<file path="config.mk">
export PLATFORM = sky130hd
export DESIGN_NAME = pipe_skid_reg
export DESIGN_NICKNAME = d
export VERILOG_FILES = /design/src/rtl/pipe_skid_reg.sv
export SDC_FILE = /design/constraint.sdc
export NUM_CORES = 1
export LEC_CHECK = 0
export CORE_ASPECT_RATIO = 0.9
export CORE_MARGIN = 2
export CORE_UTILIZATION = 51
export CTS_CLUSTER_DIAMETER = 80
export DETAILED_ROUTE_END_ITERATION = 10
export GPL_TIMING_DRIVEN = 0
export PLACE_DENSITY = 0.8
export SLEW_MARGIN = 10
export SYNTH_ARGS = -nofsm -noshare
export SYNTH_HDL_FRONTEND = slang
export SYNTH_SLANG_ARGS = --single-unit
export TNS_END_PERCENT = 50
</file>
<file path="constraint.sdc">
create_clock -name clk -period 3 [get_ports clk]
set_input_delay 0.6 -clock clk [delete_from_list [all_inputs] [get_ports clk]]
set_output_delay 0.6 -clock clk [all_outputs]
set_load 0.02 [all_outputs]
</file>
<file path="src/rtl/pipe_skid_reg.sv">
// rtl/pipe_skid_reg.sv - pipeline stage register with valid/ready handshake and two-entry skid buffer
// in_ready comes only from registered state, so back-pressure never forms a combinational path upstream.
module pipe_skid_reg #(
  parameter int                DATA_W  = 96,
  parameter int                PC_W    = 30,
  parameter logic [DATA_W-1:0] NOP_VAL = {DATA_W{1'b0}}
) (
  input  logic              clk,
  input  logic              reset,
  input  logic              in_valid,
  output logic              in_ready,
  input  logic [PC_W-1:0]   in_pc,
  input  logic [DATA_W-1:0] in_data,
  input  logic              stall,
  input  logic              flush,
  output logic              out_valid,
  input  logic              out_ready,
  output logic [PC_W-1:0]   out_pc,
  output logic [DATA_W-1:0] out_data,
  output logic [1:0]        occupancy
);

  logic              main_valid;
  logic [PC_W-1:0]   main_pc;
  logic [DATA_W-1:0] main_data;
  logic              skid_valid;
  logic [PC_W-1:0]   skid_pc;
  logic [DATA_W-1:0] skid_data;
  logic              push;
  logic              pop;

  assign in_ready  = ~skid_valid;
  assign out_valid = main_valid & ~stall;
  assign push      = in_valid & in_ready;
  assign pop       = out_valid & out_ready;
  assign out_pc    = main_pc;
  assign out_data  = main_data;
  assign occupancy = {1'b0, main_valid} + {1'b0, skid_valid};

  always_ff @(posedge clk) begin
    if (reset || flush) begin
      main_valid <= 1'b0;
      main_pc    <= '0;
      main_data  <= NOP_VAL;
      skid_valid <= 1'b0;
      skid_pc    <= '0;
      skid_data  <= NOP_VAL;
    end else if (!main_valid) begin
      if (push) begin
        main_valid <= 1'b1;
        main_pc    <= in_pc;
        main_data  <= in_data;
      end
    end else if (!skid_valid) begin
      if (push && pop) begin
        main_pc   <= in_pc;
        main_data <= in_data;
      end else if (push) begin
        skid_valid <= 1'b1;
        skid_pc    <= in_pc;
        skid_data  <= in_data;
      end else if (pop) begin
        // pc/data deliberately left holding the last entry
        main_valid <= 1'b0;
      end
    end else if (pop) begin
      // skid is older than anything upstream, so it always refills main first
      main_pc    <= skid_pc;
      main_data  <= skid_data;
      skid_valid <= 1'b0;
    end
  end

endmodule

</file>
After elaboration in Yosys (flattened, before gate mapping)
Index checks and enable logic that the tools add are counted.

Flip-flop bits (word level): 254. Output and inout port bits: 130.

Bitwise logic cells: 6. Reductions and logical operators: 5. Muxes and demuxes: 18. Add/subtract/negate cells: 1. Eq/ne operators: 2.

Operators with widths (number): $mux 96 (5); $mux 30 (5); $mux 1 (8); $reduce_and 4->1 (1); $and 1x1->1 (3); $ne 3x1->1 const B (1); $ne 3x2->1 const B (1); $not 1->1 (3); $reduce_and 3->1 (1); $add 1x1->2 (1); $reduce_bool 2->1 (1); $logic_and 1x1->1 (1); $logic_or 1x1->1 (1).

Depth between registers and ports, before layout
Depth after elaboration: 8. Gate-level depth with buffers: 11. Depth with buffers taken out: 5.

Least setup slack after synthesis
No wires, ideal clock.

Path kind: register to register. Start: reg skid_valid. End: reg main_data[47] (netlist: out_data[47]). Slack: 0.687 ns. Data arrival time: 2.191 ns. Cell stages (with the launch flop): 12. Data required time: 2.878 ns. Cell sequence: dfxtp_1 -> buf_2 -> buf_2 -> buf_2 -> inv_1 -> ha_1 -> or2_1 -> a22o_1 -> buf_2 -> buf_4 -> buf_6 -> mux2i_1.

Longest elaborated chain between the ends: 5.

RTL lines: from (decl) (RTL line 26) `logic skid_valid;`; from (signal assigned) (RTL line 45) `skid_valid <= 1'b0;`; from (signal assigned) (RTL line 59) `skid_valid <= 1'b1;`; from (signal assigned) (RTL line 70) `skid_valid <= 1'b0;`; $not 1->1 (no line) *; via in_ready (RTL line 11) `output logic in_ready,`; $and 1x1->1 * (RTL line 34) `assign push = in_valid & in_ready;`; $logic_and 1x1->1 (RTL line 55) `if (push && pop) begin`; $ne 3x1->1 (no line); $reduce_and 3->1 (no line) *; to (signal assigned) (RTL line 52) `main_data <= in_data;`; to (signal assigned) (RTL line 57) `main_data <= in_data;`; to (signal assigned) (RTL line 69) `main_data <= skid_data;`; to (decl) (RTL line 25) `logic [DATA_W-1:0] main_data;`.

The timed path passes the listed nets; every way through them passes the cells marked *. A chain may end at the register's enable or synchronous reset.

Worst setup path in the final report
Start: reg skid_valid. End: out occupancy[0].

Longest elaborated chain between the ends: 1.

RTL lines: $add 1x1->2 (RTL line 38) `assign occupancy = {1'b0, main_valid} + {1'b0, skid_valid};`; to (decl) (RTL line 20) `output logic [1:0] occupancy`.

Every way passes these cells.

==> run summary <==
• worst supply voltage drop on vdd: 0.000350 V
• Slew HR: 38.0%
• clk root buf: sky130_fd_sc_hd__clkbuf_16
• Post-Syn Nets: 1,582
• minimum period implied by the final worst setup slack: 2.92 ns
• capture endpoint of the worst hold path: out_pc[13]
• Post-DP HPWL: 25.7 mm
• cell taking the most area after synthesis: sky130_fd_sc_hd__dfxtp_1
• number of distinct library cell variants in the gate-level netlist after synthesis: 26
• Max Clock Skew: 0.0133 ns
• area overhead of the layout relative to synthesis: 33.1%
• first-pass GRT wire length: 57.8 mm
• fraction of power spent switching nets: 25.4%
• synthesized area per cell: 8.22 µm²
• max incr delay on CP: 0.38 ns
• Total GRT Usage: 28.9%
• remaining routing DRC violations: 0
• transition time at the pin with the least slew margin: 0.931 ns
• class of the worst hold path: flop to flop
• most instantiated cells after synthesis: sky130_fd_sc_hd__dfxtp_1 (254), sky130_fd_sc_hd__o21ai_0 (240), sky130_fd_sc_hd__clkbuf_1 (133)
• PnR Total Power: 7960 µW
• DIE WIDTH: 165 µm
• number of hold violations in the final report: 0
• Setup Viol. Count Final: 0
• total number of vias: 11,900
• CP required: 2.40 ns
• register bit total from synthesis: 254
• pre-CTS setup slack: -0.129 ns
• total clock buffers created by CTS: 28
• pin count of the biggest net entering global routing: 20
• post-synth top area share: 42.7%
• r2r endpoint: out_data[62]
• Bufs on Longest Clock Path: 3
• most frequently used cell type in the post-synthesis netlist: sky130_fd_sc_hd__dfxtp_1
• max-cap violation count: 0
• average routed wire per standard cell: 17.9 µm
• 1st-iter DRT viols: 739
• status: finished clean
• insertion delay of the later-clocked pin in the worst-skew pair: 0.54 ns
• startpoint-to-endpoint class of the critical path: flop to primary output
• setup slack of the most critical reg-to-reg path: 0.43 ns
• total leakage power: 0.00602 µW
• antenna violations before repair: 5
• kind of capture point of the worst setup path: primary output
• CTS H-Tree Depth: 1
• routed vias/inst: 5.77
• post-CTS repair timing setup buffer count: 0
• PwrDens: 503 nW/µm²
• crit share post-route: 97.3%
• share of the yosys chip area belonging to registers: 42.7%
• Critical-path top delay cell: sky130_fd_sc_hd__dfxtp_2
• final-report max-slew violation count: 0
• Synth Warn #: 0
• overall die height: 149 µm
• antenna-violating nets left: 0
• clock-pin slew on the worst setup and hold paths: 0.06 ns
• number of nets in the finished design: 1,872
• flip-flop cell with the highest count after synthesis: sky130_fd_sc_hd__dfxtp_1
• Comb pwr share: 13.1%
• maximum fanout encountered on the critical timing path: 10
• unrepaired setup endpoints after global routing: no
• io pins: 262
• sequence of cells on the critical path: buf_6 > buf_6 > buf_4 > inv_1 > ha_1 > inv_1 > dlygate4sd2_1
• total non-filler cell area in the finished layout: 15,800 µm²
• critical path startpoint category: flop
• Hold Crit Depth: 2
• Crit path max-delay family: buffers and inverters
• largest cells by area after synthesis: sky130_fd_sc_hd__dfxtp_1 (43%), sky130_fd_sc_hd__mux2i_1 (11%), sky130_fd_sc_hd__o21ai_0 (10%)
• clk sinks: 254
• final worst setup slack: 0.0805 ns
• FF-to-FF Start: skid_valid
• global placer's final weighted congestion: 0.868
• Switching Power: 2020 µW
• fraction of layout instances using a drive strength above 1: 4.55%
• number of buffers added on ports: 261
• share of power burned in the clock network: 43.0%
• FP Rows: 53
• highest attainable clock frequency: 343 MHz
• post-synthesis instance area: 11,900 µm²
• R2R depth: 11
• hold bufs inserted after CTS: 0
• Placeable Area: 23,100 µm²
• critical path data arrival time: 2.32 ns
• internal power contribution: 5940 µW
• via count of the first global-routing pass: 11,300
• initial standard-cell utilization of the core: 51.4%
• Post-Route WL: 37.0 mm
• count of buffer and inverter cells on the critical path: 6
• EDFF count, synth: 0
• CTS tree: built
• Total Die Area: 24,600 µm²
• gate count after technology mapping: 1,448
• power share of the sequential group: 43.9%
• cell area after placement: 14,900 µm²
• first-pass iteration count of the detailed router: 5
• fraction of registers with async set or reset after synthesis: 0%
• # fillers: 1,885
• worst hold path startpoint: out_pc[13]
• GRT overflow: 0
• Total Neg Setup Slack: 0 ns
-- timing repair --
action | CTS | global route
pin swaps | 0 | 0
resized for setup | 7 | 2
endpoints found under the setup margin | 43 | 2
-- power groups by stage --
stage / clock [µW] / sequential [µW] / combinational [µW]
after floorplan: 0 / 3650 / 451
after global placement: 0 / 3570 / 1020
after detailed placement: 0 / 3570 / 1030
after CTS: 3450 / 3500 / 1030
after global routing: 3590 / 3500 / 1110
final: 3420 / 3500 / 1040
-- cell families after synthesis --
logic type      after synthesis  synth area share, %
buf+inv                     168                 5.86
simple gates                390                 16.5
fa+ha+maj                     2                0.210
flops                       254                 42.7
compound gates              508                 24.1
mux                         126                 10.6
-- final cells by class --
class	count	area, µm²	share of cell area [%]
antenna	2	5.00	0.0316
buffer	165	702	4.43
clock buffer	40	837	5.29
clock inverter	11	88.8	0.561
inverter	2	7.51	0.0474
multi-input combinational	1026	6120	38.6
sequential	254	5090	32.1
tap	302	378	2.39
timing repair buffer	261	2610	16.5
-- worst register-to-register path: cells and delay by family, from the launching register on --
| family | cells | cell delay [ns] |
|---|---|---|
| muxes | 1 | 0.18 |
| and+or+nand+nor | 1 | 0.20 |
| AOI/OAI and AO/OA | 1 | 0.19 |
| DFF | 1 | 0.38 |
| adders and majority gates | 1 | 0.18 |
| buffers and inverters | 7 | 1.36 |
-- sequential cells by signal, summed over array words and instances (netlist names) --
signal / count
main_valid: 1
out_data: 96
out_pc: 30
skid_data: 96
skid_pc: 30
skid_valid: 1
-- layout by cell type, fill, tap and decap left out --
| cell type | instances |
|---|---|
| sky130_fd_sc_hd__dfxtp_2 | 1 |
| sky130_fd_sc_hd__clkbuf_1 | 135 |
| sky130_fd_sc_hd__inv_1 | 2 |
| sky130_fd_sc_hd__nand3_1 | 126 |
| sky130_fd_sc_hd__and3b_1 | 1 |
| sky130_fd_sc_hd__bufinv_16 | 1 |
| sky130_fd_sc_hd__or2_2 | 1 |
| sky130_fd_sc_hd__mux2i_1 | 126 |
| sky130_fd_sc_hd__a22oi_1 | 1 |
| sky130_fd_sc_hd__a21boi_0 | 126 |
| sky130_fd_sc_hd__nor2b_1 | 2 |
| sky130_fd_sc_hd__and3_1 | 126 |
| sky130_fd_sc_hd__o21ai_1 | 13 |
| sky130_fd_sc_hd__buf_2 | 21 |
| sky130_fd_sc_hd__buf_6 | 6 |
| sky130_fd_sc_hd__ha_1 | 2 |
| sky130_fd_sc_hd__a22o_1 | 1 |
| sky130_fd_sc_hd__clkbuf_8 | 7 |
| sky130_fd_sc_hd__nor2_2 | 1 |
| sky130_fd_sc_hd__dlygate4sd2_1 | 1 |
| sky130_fd_sc_hd__a21oi_1 | 127 |
| sky130_fd_sc_hd__dfxtp_1 | 253 |
| sky130_fd_sc_hd__nor2_1 | 1 |
| sky130_fd_sc_hd__clkinvlp_4 | 2 |
| sky130_fd_sc_hd__clkdlybuf4s50_1 | 260 |
| sky130_fd_sc_hd__clkinv_2 | 7 |
| sky130_fd_sc_hd__or2_1 | 1 |
| sky130_fd_sc_hd__clkbuf_16 | 29 |
| sky130_fd_sc_hd__nand2b_1 | 3 |
| sky130_fd_sc_hd__clkinv_4 | 1 |
| sky130_fd_sc_hd__diode_2 | 2 |
| sky130_fd_sc_hd__buf_1 | 4 |
| sky130_fd_sc_hd__nand3b_1 | 2 |
| sky130_fd_sc_hd__nand2_1 | 126 |
| sky130_fd_sc_hd__buf_4 | 3 |
| sky130_fd_sc_hd__o21ai_0 | 240 |
-- per-stage QoR --
stage | std cells | hold slack, ns | utilization, %
after floorplan | 1448 | 0.449 | -
after global placement | 2011 | 0.445 | 64.3
after detailed placement | 2011 | 0.452 | 64.3
after CTS | 2061 | 0.460 | 68.4
after global routing | 2063 | 0.476 | 68.4
final | 2063 | 0.457 | 68.4
-- routing by layer --
metal	GRT usage [%]	vias up	part of all wire, %
met5	0	-	0.035
met4	7.70	2	2.5
met3	6.53	66	8.5
met2	47.3	502	46
met1	38.7	5626	43
li1	-	5706	-
-- how the worst max path moves through the flow --
stage,start,to,slack [ns],depth (start not counted)
finish,skid_valid,occupancy[0],0.08,7
global route,skid_valid,occupancy[0],0.02,7
CTS,skid_valid,occupancy[0],0.007,7
detailed placement,skid_valid,occupancy[0],-0.13,7
global placement,skid_valid,occupancy[0],-0.12,7
floorplan,skid_valid,out_data[47],0.69,11
(Power assumes the default switching activity.)
